## src/rtl/hc_sr04_echo_responder.sv

```systemverilog
// hc_sr04_echo_responder: HC-SR04 stand-in that answers a trig pulse with an echo whose width encodes distance_cm.
// Ports: clk, reset_p (sync, active-high), trig (async in), distance_cm (cm to report),
//        echo (registered echo pulse), busy (high outside IDLE), trig_short (1-clk reject strobe),
//        captured_cm (distance latched for the current/last measurement).
module hc_sr04_echo_responder #(
    parameter int unsigned SYS_FREQ    = 100_000_000,
    parameter int unsigned MIN_TRIG_US = 10,
    parameter int unsigned BURST_US    = 200,
    parameter int unsigned MAX_CM      = 400,
    parameter int unsigned TIMEOUT_US  = 38000,
    parameter int unsigned HOLDOFF_US  = 1000
) (
    input  logic       clk,
    input  logic       reset_p,
    input  logic       trig,
    input  logic [8:0] distance_cm,
    output logic       echo,
    output logic       busy,
    output logic       trig_short,
    output logic [8:0] captured_cm
);
    localparam int unsigned DIV = SYS_FREQ / 1_000_000;
    typedef enum logic [2:0] {IDLE, TRIG_HI, BURST, ECHO, HOLDOFF} state_t;
    state_t      state;
    logic [1:0]  sync;
    logic        trig_q;
    logic [31:0] pre;
    logic [15:0] us_cnt, echo_len, cm16, cm58;
    logic        tick, rise, fall, trig_ok, in_range, sat;
    always_comb begin
        tick     = pre == 32'(DIV - 1);
        rise     = sync[1] & ~trig_q;
        fall     = ~sync[1] & trig_q;
        sat      = state == TRIG_HI && us_cnt >= 16'(MIN_TRIG_US);
        // the tick landing on the fall cycle still counts toward the trig width
        trig_ok  = us_cnt >= 16'(MIN_TRIG_US) || (tick && us_cnt == 16'(MIN_TRIG_US - 1));
        cm16     = {7'd0, captured_cm};
        cm58     = (cm16 << 5) + (cm16 << 4) + (cm16 << 3) + (cm16 << 1);
        in_range = captured_cm != 9'd0 && cm16 <= 16'(MAX_CM);
    end
    always_ff @(posedge clk) begin
        if (reset_p) begin
            state       <= IDLE;
            sync        <= '0;
            trig_q      <= 1'b0;
            pre         <= '0;
            us_cnt      <= '0;
            echo_len    <= '0;
            echo        <= 1'b0;
            busy        <= 1'b0;
            trig_short  <= 1'b0;
            captured_cm <= '0;
        end else begin
            sync       <= {sync[0], trig};
            trig_q     <= sync[1];
            trig_short <= 1'b0;
            pre        <= tick ? '0 : pre + 32'd1;
            if (tick && !sat) us_cnt <= us_cnt + 16'd1;
            // every transition restarts the prescaler and us counter so durations count from state entry
            case (state)
                IDLE: if (rise) begin
                    state  <= TRIG_HI;
                    busy   <= 1'b1;
                    pre    <= '0;
                    us_cnt <= '0;
                end
                TRIG_HI: if (fall) begin
                    pre    <= '0;
                    us_cnt <= '0;
                    if (trig_ok) begin
                        captured_cm <= distance_cm;
                        state       <= BURST;
                    end else begin
                        trig_short <= 1'b1;
                        busy       <= 1'b0;
                        state      <= IDLE;
                    end
                end
                BURST: if (tick && us_cnt == 16'(BURST_US - 1)) begin
                    state    <= ECHO;
                    echo     <= 1'b1;
                    echo_len <= in_range ? cm58 : 16'(TIMEOUT_US);
                    pre      <= '0;
                    us_cnt   <= '0;
                end
                ECHO: if (tick && us_cnt == echo_len - 16'd1) begin
                    state  <= HOLDOFF;
                    echo   <= 1'b0;
                    pre    <= '0;
                    us_cnt <= '0;
                end
                HOLDOFF: if (tick && us_cnt == 16'(HOLDOFF_US - 1)) begin
                    state  <= IDLE;
                    busy   <= 1'b0;
                    pre    <= '0;
                    us_cnt <= '0;
                end
                default: state <= IDLE;
            endcase
        end
    end
endmodule
```

## config.mk

```make
export PLATFORM = sky130hd
export DESIGN_NAME = hc_sr04_echo_responder
export DESIGN_NICKNAME = d
export VERILOG_FILES = /design/src/rtl/hc_sr04_echo_responder.sv
export SDC_FILE = /design/constraint.sdc
export NUM_CORES = 1
export LEC_CHECK = 0
export CAP_MARGIN = 20
export CELL_PAD_IN_SITES_DETAIL_PLACEMENT = 0
export CELL_PAD_IN_SITES_GLOBAL_PLACEMENT = 1
export CORE_MARGIN = 2
export CORE_UTILIZATION = 51
export CTS_CLUSTER_DIAMETER = 120
export CTS_CLUSTER_SIZE = 16
export DETAILED_ROUTE_END_ITERATION = 8
export PLACE_DENSITY_LB_ADDON = 0.1
export SETUP_SLACK_MARGIN = 0.1
export SYNTH_ARGS = -nofsm -noshare
export SYNTH_HDL_FRONTEND = slang
export SYNTH_SLANG_ARGS = --single-unit
```

## constraint.sdc

```tcl
create_clock -name clk -period 7.2 [get_ports clk]
set_clock_uncertainty 0.2 [all_clocks]
set_input_delay 1.8 -clock clk [delete_from_list [all_inputs] [get_ports clk]]
set_output_delay 1.8 -clock clk [all_outputs]
set_load 0.005 [all_outputs]
```

==> results_dict.tcl, run 1 <==
set metrics [dict create \
    status "complete, no violations" \
    drive_above_1_share_pct 6.47 \
    hold_path.class "reg -> reg" \
    antenna_found_initial 0 \
    grt_pass1_vias 4056 \
    clock-sinks 81 \
    synth_ff_type "dfxtp_1" \
    hold_ws_ps 241 \
    initial_core_util_pct 51.8 \
    finalHoldViolCount 0 \
    nNetsFinal 672 \
    drt_iter0_markers 224 \
    ctsResizeCount 0 \
    tightestPinTransition_ps 1020 \
    ir_drop_mv 0.0797 \
    wl_per_cell_um 15.3 \
    yosys.area.top_type "dfxtp_1" \
    wl_um 11600 \
    synth_top_cells_by_count "nor2_1, dfxtp_1, xnor2_1" \
    synth_area_leaders "dfxtp_1, ha_1, xnor2_1" \
    busiest_layer "met2" \
    die-height_um 105 \
    synth_warnings 0 \
    drv_slew 0 \
    grt_usage_pct 22.2 \
    gp_congestion 0.832 \
    reg2reg_slack_ps 3460 \
    ys_types 60 \
    numCtsBuffers 9 \
    fmax_mhz 268 \
    final_cells 754 \
    dp_cells 740 \
    die_w_um 105 \
    rr_worst_depth 14 \
    grt_first_pass_wirelength_um 19900 \
    drtAntennaViolNets 0 \
    hold_depth 1 \
    met1_usage_pct 29.6 \
    setup_viol 0 \
    design.core.area_mm2 0.0101 \
    rsz0062_at_grt "false" \
    area_delta_synth_final_pct 8.95 \
    yosysSeqAreaShare_pct 30.9 \
    clockRootBuffer "clkbuf_8" \
    fin_crit_sh_pct 51.9 \
    worst-setup-path-type "reg -> reg" \
    drt-pass1-iter-count 4 \
    cts_tree "built" \
    path_max_fanout 5 \
    via_per_inst 5.57 \
    end_kind "flip-flop" \
    synth-edff-count 0 \
    use_met3_pct 3.65 \
    crit_path_start_kind "flip-flop" \
    met2_usage_pct 35.3 \
    fp.dieArea_mm2 0.0111 \
    clk_latency_ps 360 \
    maxCapViolCount 0 \
    ios 24 \
    post-route-util_pct 56.5 \
    fin_setup_tns_ps 0 \
    syn-instance-count 610 \
    critPathRequiredTime_ps 7250 \
    postCtsSetupRepairBufs 0 \
    drc 0 \
    ys_seq_elements 81 \
    ctsHoldBuffers 0 \
    min_period_ps 3740 \
    antennaDiodeCount 0 \
    row_count 37 \
    grt_max_degree 53 \
    relSlewSlack_pct 31.8 \
    overflow 0 \
    postSynthAreaPerCell_um2 8.61 \
    async_flop_share_pct 0 \
    numPortBuffers 23 \
    synth.net_count 667 \
    clk_pin_slew_ps 80 \
    htree_levels 3 \
    synth_top_area_share_pct 30.9 \
    p_per_area_mw_per_mm2 149 \
    yosysMostFrequentCell "nor2_1" \
    dp_hpwl_um 8580 \
    cp_data_arrival_time_ps 3790 \
    p_leak_nw 2.16 \
    netlist_area_mm2 0.00525 \
    vias 4199 \
    cts.path.max_buffers 2 \
]
[per-layer routing]
layer	vias up	share of wire, %
met5	-	0
met3	21	3.0
li1	2132	-
met2	65	45
met4	0	2.9
met1	1981	49
[cells in the final DEF (no fill, tap or decap), types with 3 or more instances in the layout]
cell / netlist / final
inv_1: 31 / 31
fa_1: 15 / 15
clkdlybuf4s50_1: 0 / 22
nor4_1: 15 / 15
a211oi_1: 10 / 10
o21bai_1: 3 / 3
a31oi_1: 4 / 4
nand4_1: 18 / 18
o21ai_0: 11 / 11
or3_1: 6 / 6
ha_1: 30 / 30
dfxtp_1: 81 / 81
o31ai_1: 4 / 4
xnor2_1: 39 / 39
nor3_1: 22 / 22
and3_1: 8 / 8
xor2_1: 28 / 28
o21a_1: 4 / 4
a211oi_2: 9 / 9
or2_2: 3 / 3
nor3b_1: 4 / 4
clkbuf_8: 0 / 11
nor4b_1: 5 / 5
nand2_1: 36 / 36
and4_1: 3 / 3
a21oi_1: 20 / 20
nand3_1: 27 / 27
nor2_1: 85 / 85
mux2i_1: 9 / 9
nor2b_1: 11 / 11
[report_power, final]
group / leakage [nW] / total [mW] / internal [mW] / switching, mW
Clock: 0.111 / 0.374 / 0.210 / 0.164
Sequential: 0.653 / 0.453 / 0.450 / 0.00317
Combinational: 1.40 / 0.0273 / 0.0109 / 0.0164
[final timing paths]
kind,start,to
max reg2reg,captured_cm[0],echo_len[13]
max,captured_cm[0],echo_len[13]
min,sync[0],sync[1]
min reg2reg,sync[0],sync[1]
[cell type report]
| cell class | count | area [um^2] |
|---|---|---|
| clock buffer | 11 | 151 |
| timing repair buffer | 24 | 233 |
| sequential | 81 | 1620 |
| tap | 136 | 170 |
| clock inverter | 3 | 65.1 |
| multi-input combinational | 468 | 3370 |
| inverter | 31 | 116 |
| fill | 962 | 4410 |
[per-stage QoR]
stage	power [mW]	setup slack (ps)	cell area [um^2]
floorplan	0.482	3770	5250
global placement	0.491	3470	5510
detailed placement	0.492	3420	5510
CTS	0.867	3420	5720
global route	0.891	3080	5720
finish	0.855	3460	5720
[critical path, stage by stage (launching register included)]
cell	delay, ps
dfxtp_1	440
inv_1	130
fa_1	570
fa_1	410
inv_1	70
ha_1	170
inv_1	60
fa_1	390
nor2b_1	120
o21ai_0	100
a21boi_0	260
o21ai_0	170
a21oi_1	230
xnor2_1	90
o41ai_1	210
[cells by family (layout without fill, tap and decap cells)]
group	Yosys count	in the layout	share of synthesized area [%]
multiplexers	11	11	2.14
AND/OR/NAND/NOR	257	257	25.1
AO/OA/AOI/OAI	88	88	12.8
buffers and inverters	61	69	5.05
XOR/XNOR	67	67	11.2
adder cells (fa/ha/maj)	45	45	12.9
flip-flops	81	81	30.9
[sequential cells by signal (all words and copies together) (netlist names)]
name	flops
echo_len	15
trig_short	1
trig_q	1
us_cnt	16
captured_cm	9
busy	1
state	3
pre	32
echo	1
sync	2
No activity file was read; power rests on OpenSTA's default activity.
==> run 2: changes to the inputs <==
--- a/config.mk
+++ b/config.mk
@@ -9,7 +9,7 @@
 export CELL_PAD_IN_SITES_DETAIL_PLACEMENT = 0
 export CELL_PAD_IN_SITES_GLOBAL_PLACEMENT = 1
 export CORE_MARGIN = 2
-export CORE_UTILIZATION = 51
+export CORE_UTILIZATION = 42
 export CTS_CLUSTER_DIAMETER = 120
 export CTS_CLUSTER_SIZE = 16
 export DETAILED_ROUTE_END_ITERATION = 8
==> constraint.sdc (replaced) <==
create_clock -name clk -period 3 [get_ports clk]
set_clock_uncertainty 0.2 [all_clocks]
set_input_delay 0.75 -clock clk [delete_from_list [all_inputs] [get_ports clk]]
set_output_delay 0.75 -clock clk [all_outputs]
set_load 0.005 [all_outputs]
==> run 2 against run 1 <==
Effect of this change: the run now ends with negative setup slack left; clock power increased to 3.0 times the previous value; largest cell class unchanged; sequential cell count unchanged; critical endpoint unchanged; hold slack improved by 1.6 ps; routed wire length increased by 8.3%; total power increased to 2.7 times the previous value; critical path depth unchanged.
==> results_dict.tcl, run 2 (synthesis results as in run 1) <==
set metrics [dict create \
    ir_drop_mv 0.339 \
    htree_levels 3 \
    final_common_cell "nor2_1" \
    initial_core_util_pct 43.4 \
    numCtsBuffers 9 \
    place_area_mm2 0.00588 \
    topRoutingLayerUsed "met4" \
    fin_setup_tns_ps -1000 \
    dp_hpwl_um 9390 \
    path_max_fanout 3 \
    crit_path_start_kind "flip-flop" \
    tightestPinTransition_ps 877 \
    drt-pass1-iter-count 4 \
    cts.path.max_buffers 2 \
    p_leak_nw 2.45 \
    rsz0062_at_grt "true" \
    grt_max_degree 33 \
    wl_met2_um 5790 \
    drtAntennaViolNets 0 \
    switching_share_pct 22.6 \
    cp_data_arrival_time_ps 3300 \
    nFillCells 1189 \
    rr_worst_depth 14 \
    finalHoldViolCount 0 \
    fp.dieArea_mm2 0.0134 \
    wl_met3_um 442 \
    top_register "pre" \
    grt_first_pass_wirelength_um 21400 \
    final_area_mm2 0.00637 \
    critPathRequiredTime_ps 3040 \
    p_comb_share_pct 3.2 \
    fmax_mhz 307 \
    drive_above_1_share_pct 18.2 \
    vias 4348 \
    layout_setup_ws_ps -262 \
    dp_cells 810 \
    hold_depth 1 \
    via_per_inst 5.21 \
    final_cells 834 \
    violations "negative setup slack" \
    setup_viol 6 \
    power_switching_mw 0.515 \
    end_kind "flip-flop" \
    area_delta_synth_final_pct 21.3 \
    nNetsFinal 718 \
    place_ws_ps -401 \
    die_w_um 116 \
    clk_pin_slew_ps 60 \
    row_count 40 \
    grt_pass1_vias 4372 \
    overflow 0 \
    wl_um 12500 \
    reg_top3 "pre (32), us_cnt (16), echo_len (15)" \
    multi_input_area_mm2 0.00351 \
    hold_path.class "reg -> reg" \
    clk_latency_ps 340 \
    drc 0 \
    largest_reg_flops 32 \
    clock-sinks 81 \
    die-height_um 116 \
    ctsHoldBuffers 0 \
    ios 24 \
    status "complete, but fails checks" \
    relSlewSlack_pct 41.2 \
    p_per_area_mw_per_mm2 357 \
    pwr-share-seq_pct 47.9 \
    pwr-share-clk_pct 49.0 \
    drv_slew 0 \
    antennaDiodeCount 0 \
    grt_usage_pct 20.2 \
    seqCellArea_mm2 0.00163 \
    fin_crit_sh_pct 109 \
    layout_common_cells "nor2_1, dfxtp_1, buf_4, xnor2_1, nand2_1" \
    p_int_mw 1.76 \
    wl_met1_um 6090 \
    gp_congestion 0.785 \
    antenna_found_initial 0 \
    clockRootBuffer "clkbuf_16" \
    drt_iter0_markers 183 \
    cts_tree "built" \
    hold_ws_ps 242 \
    design.core.area_mm2 0.0121 \
    wl_per_cell_um 15.0 \
    maxCapViolCount 0 \
    min_period_ps 3260 \
    worst-setup-path-type "reg -> reg" \
    numPortBuffers 23 \
]
[run 2: changes by cell type in the layout (fill, tap and decap cells not counted), moves of 4 or more]
cell       delta
inv_1         -6
a21oi_2       +4
dfxtp_2       +4
clkbuf_16     +9
dfxtp_1       -6
a21oi_1       -5
buf_4        +44
inv_2         +5
ha_1          -5
clkbuf_8     -11
[run 2: critical path, cell delays in order (launching register included)]
cell      delay [ps]
dfxtp_4          360
inv_4             40
fa_1             560
fa_1             430
inv_1             70
ha_2             180
inv_2             40
fa_2             340
nor2b_2          140
o21ai_2           80
a21boi_2         170
o21ai_2           90
a21oi_2          160
xnor2_1           80
o41ai_1          220
[run 2: layout make-up]
cell class	instances	area share (%)
well taps	168	3.30
repair buffers	70	9.46
flip-flops and latches	81	25.6
multi-input cells	468	55.1
clock inverters	6	1.04
clock buffers	10	3.59
inverters	31	1.86
[run 2: what timing repair did]
action	in CTS	in global routing
setup buffers	3	7
gates resized for setup	11	21
pin swaps	19	20
endpoints found under the hold margin	0	0
cloned	0	0
setup endpoints to repair	8	30
[run 2: per-layer routing]
| layer | global-route usage, % | up-vias |
|---|---|---|
| li1 | - | 2237 |
| met1 | 26.5 | 2041 |
| met2 | 32.8 | 58 |
| met3 | 4.86 | 12 |
| met4 | 6.67 | 0 |
| met5 | 0 | - |
[run 2: power by group through the flow]
stage | sequential (mW) | clock (mW) | combinational, mW
2_1_floorplan | 1.11 | 0 | 0.0459
3_3_place_gp | 1.11 | 0 | 0.0724
3_5_place_dp | 1.11 | 0 | 0.0730
4_1_cts | 1.09 | 1.15 | 0.0733
5_1_grt | 1.09 | 1.20 | 0.0798
6_report | 1.09 | 1.11 | 0.0724
[run 2: per-stage QoR]
stage / util, % / power, mW
after CTS: 51.5 / 2.31
final: 52.6 / 2.28
after global placement: 48.5 / 1.19
after floorplan: - / 1.15
after global routing: 52.6 / 2.37
after detailed placement: 48.5 / 1.19
[run 2: path summary, 6_finish.rpt]
path | slack [ps] | to | startpoint
min reg2reg | 240 | sync[1] | sync[0]
max reg2reg | -260 | echo_len[13] | captured_cm[0]
max | -260 | echo_len[13] | captured_cm[0]
min | 240 | sync[1] | sync[0]
==> run 3: changes to the inputs <==
--- a/config.mk
+++ b/config.mk
@@ -11,9 +11,10 @@
 export CORE_MARGIN = 2
 export CORE_UTILIZATION = 42
 export CTS_CLUSTER_DIAMETER = 120
-export CTS_CLUSTER_SIZE = 16
+export CTS_CLUSTER_SIZE = 8
 export DETAILED_ROUTE_END_ITERATION = 8
 export PLACE_DENSITY_LB_ADDON = 0.1
+export REMOVE_ABC_BUFFERS = 1
 export SETUP_SLACK_MARGIN = 0.1
 export SYNTH_ARGS = -nofsm -noshare
 export SYNTH_HDL_FRONTEND = slang
==> run 3 against run 2 <==
Effect of this change: the run still ends with negative setup slack left; clock power barely moved; combinational power about the same; sequential share of layout area shrank 0.25 points; critical path depth unchanged.
==> results_dict.tcl, run 3 (synthesis results as in run 1) <==
set metrics [dict create \
    wl_per_cell_um 14.9 \
    initial_core_util_pct 43.4 \
    grt_max_degree 33 \
    reg_top3 "pre (32), us_cnt (16), echo_len (15)" \
    min_period_ps 3270 \
    tightestPinTransition_ps 704 \
    vias 4364 \
    final_cells 836 \
    wl_um 12400 \
    cts_tree "built" \
    hold_ws_ps 236 \
    overflow 0 \
    ios 24 \
    switching_share_pct 21.9 \
    p_comb_share_pct 3.2 \
    final_common_cell "nor2_1" \
    top_register "pre" \
    grt_pass1_vias 4229 \
    clock-sinks 81 \
    pwr-share-clk_pct 49.0 \
    dp_hpwl_um 9200 \
    fp.dieArea_mm2 0.0134 \
    drt_iter0_markers 209 \
    drive_above_1_share_pct 18.3 \
    grt_usage_pct 19.6 \
    grt_first_pass_wirelength_um 20700 \
    end_kind "flip-flop" \
    numPortBuffers 23 \
    via_per_inst 5.22 \
    area_delta_synth_final_pct 22.1 \
    largest_reg_flops 32 \
    status "complete, but fails checks" \
    gp_congestion 0.830 \
    drtAntennaViolNets 0 \
    drt-pass1-iter-count 4 \
    cts.path.max_buffers 2 \
    clockRootBuffer "clkbuf_16" \
    maxCapViolCount 0 \
    p_int_mw 1.78 \
    path_max_fanout 3 \
    power_switching_mw 0.498 \
    layout_setup_ws_ps -266 \
    p_leak_nw 2.45 \
    numCtsBuffers 9 \
    drc 0 \
    die_w_um 116 \
    relSlewSlack_pct 52.8 \
    finalHoldViolCount 0 \
    rsz0062_at_grt "true" \
    critPathRequiredTime_ps 3050 \
    dp_cells 811 \
    crit_path_start_kind "flip-flop" \
    die-height_um 116 \
    ir_drop_mv 0.279 \
    p_per_area_mw_per_mm2 355 \
    clk_pin_slew_ps 60 \
    hold_path.class "reg -> reg" \
    fin_crit_sh_pct 109 \
    antennaDiodeCount 0 \
    htree_levels 3 \
    fin_setup_tns_ps -794 \
    row_count 40 \
    clk_latency_ps 340 \
    worst-setup-path-type "reg -> reg" \
    design.core.area_mm2 0.0121 \
    fmax_mhz 306 \
    violations "negative setup slack" \
    drv_slew 0 \
    pwr-share-seq_pct 47.9 \
    layout_common_cells "nor2_1, dfxtp_1, buf_4, xnor2_1, nand2_1" \
    setup_viol 5 \
    nNetsFinal 721 \
    cp_data_arrival_time_ps 3310 \
    antenna_found_initial 0 \
]
-- run 3: cell count changes in the layout (fill, tap and decap cells not counted), sizes merged --
| cell | before | now |
|---|---|---|
| clkbuf | 10 | 11 |
| clkinv | 3 | 2 |
| buf | 48 | 51 |
| inv | 33 | 32 |
-- run 3: timing repair --
item,CTS,global route
gates resized for setup,29,14
buffers inserted,4,7
setup endpoints to repair,8,26
pin swaps,25,27
hold buffers,0,0
-- run 3: through the flow --
stage | area, um^2 | utilization, % | power (mW) | setup WS, ps
CTS | 6310 | 52.1 | 2.30 | -228
global placement | 5870 | 48.4 | 1.19 | -484
floorplan | 5100 | - | 1.14 | -438
finish | 6410 | 53.0 | 2.28 | -266
detailed placement | 5870 | 48.4 | 1.19 | -543
global route | 6410 | 53.0 | 2.37 | -419
-- run 3: layer usage --
layer | routed length, um | share of wire (%) | GRT usage [%]
met5 | 0 | 0 | 0
met4 | 173 | 1.4 | 5.87
met3 | 391 | 3.1 | 3.19
met2 | 5870 | 47 | 31.8
met1 | 6000 | 48 | 26.9
-- run 3: critical path: stages, from the launching register on --
cell and delay (ps):
dfxtp_2 330, inv_2 50, fa_1 550, fa_1 420
inv_2 80, ha_4 130, inv_2 40, fa_2 350
nor2b_2 130, o21ai_2 70, a21boi_2 180, o21ai_2 90
a21oi_2 170, xnor2_1 100, o41ai_2 290
-- run 3: cell type report --
type | count | area (um^2)
well taps | 168 | 210
repair buffers | 73 | 637
flip-flops and latches | 81 | 1630
inverters | 31 | 116
fillers | 1172 | 5700
clock inverters | 4 | 52.6
clock buffers | 11 | 243
multi-input cells | 468 | 3530
-- run 3: final timing paths --
kind / startpoint / endpoint / slack, ps / cells after the start
max reg2reg: captured_cm[0] / echo_len[13] / -270 / 14
max: captured_cm[0] / echo_len[13] / -270 / 14
min: sync[0] / sync[1] / 240 / 1
min reg2reg: sync[0] / sync[1] / 240 / 1
-- run 3: power by group through the flow --
| stage | sequential (mW) | combinational (mW) | clock, mW |
|---|---|---|---|
| 2_1_floorplan | 1.11 | 0.0295 | 0 |
| 3_3_place_gp | 1.11 | 0.0717 | 0 |
| 3_5_place_dp | 1.11 | 0.0732 | 0 |
| 4_1_cts | 1.09 | 0.0733 | 1.14 |
| 5_1_grt | 1.09 | 0.0789 | 1.20 |
| 6_report | 1.09 | 0.0721 | 1.11 |
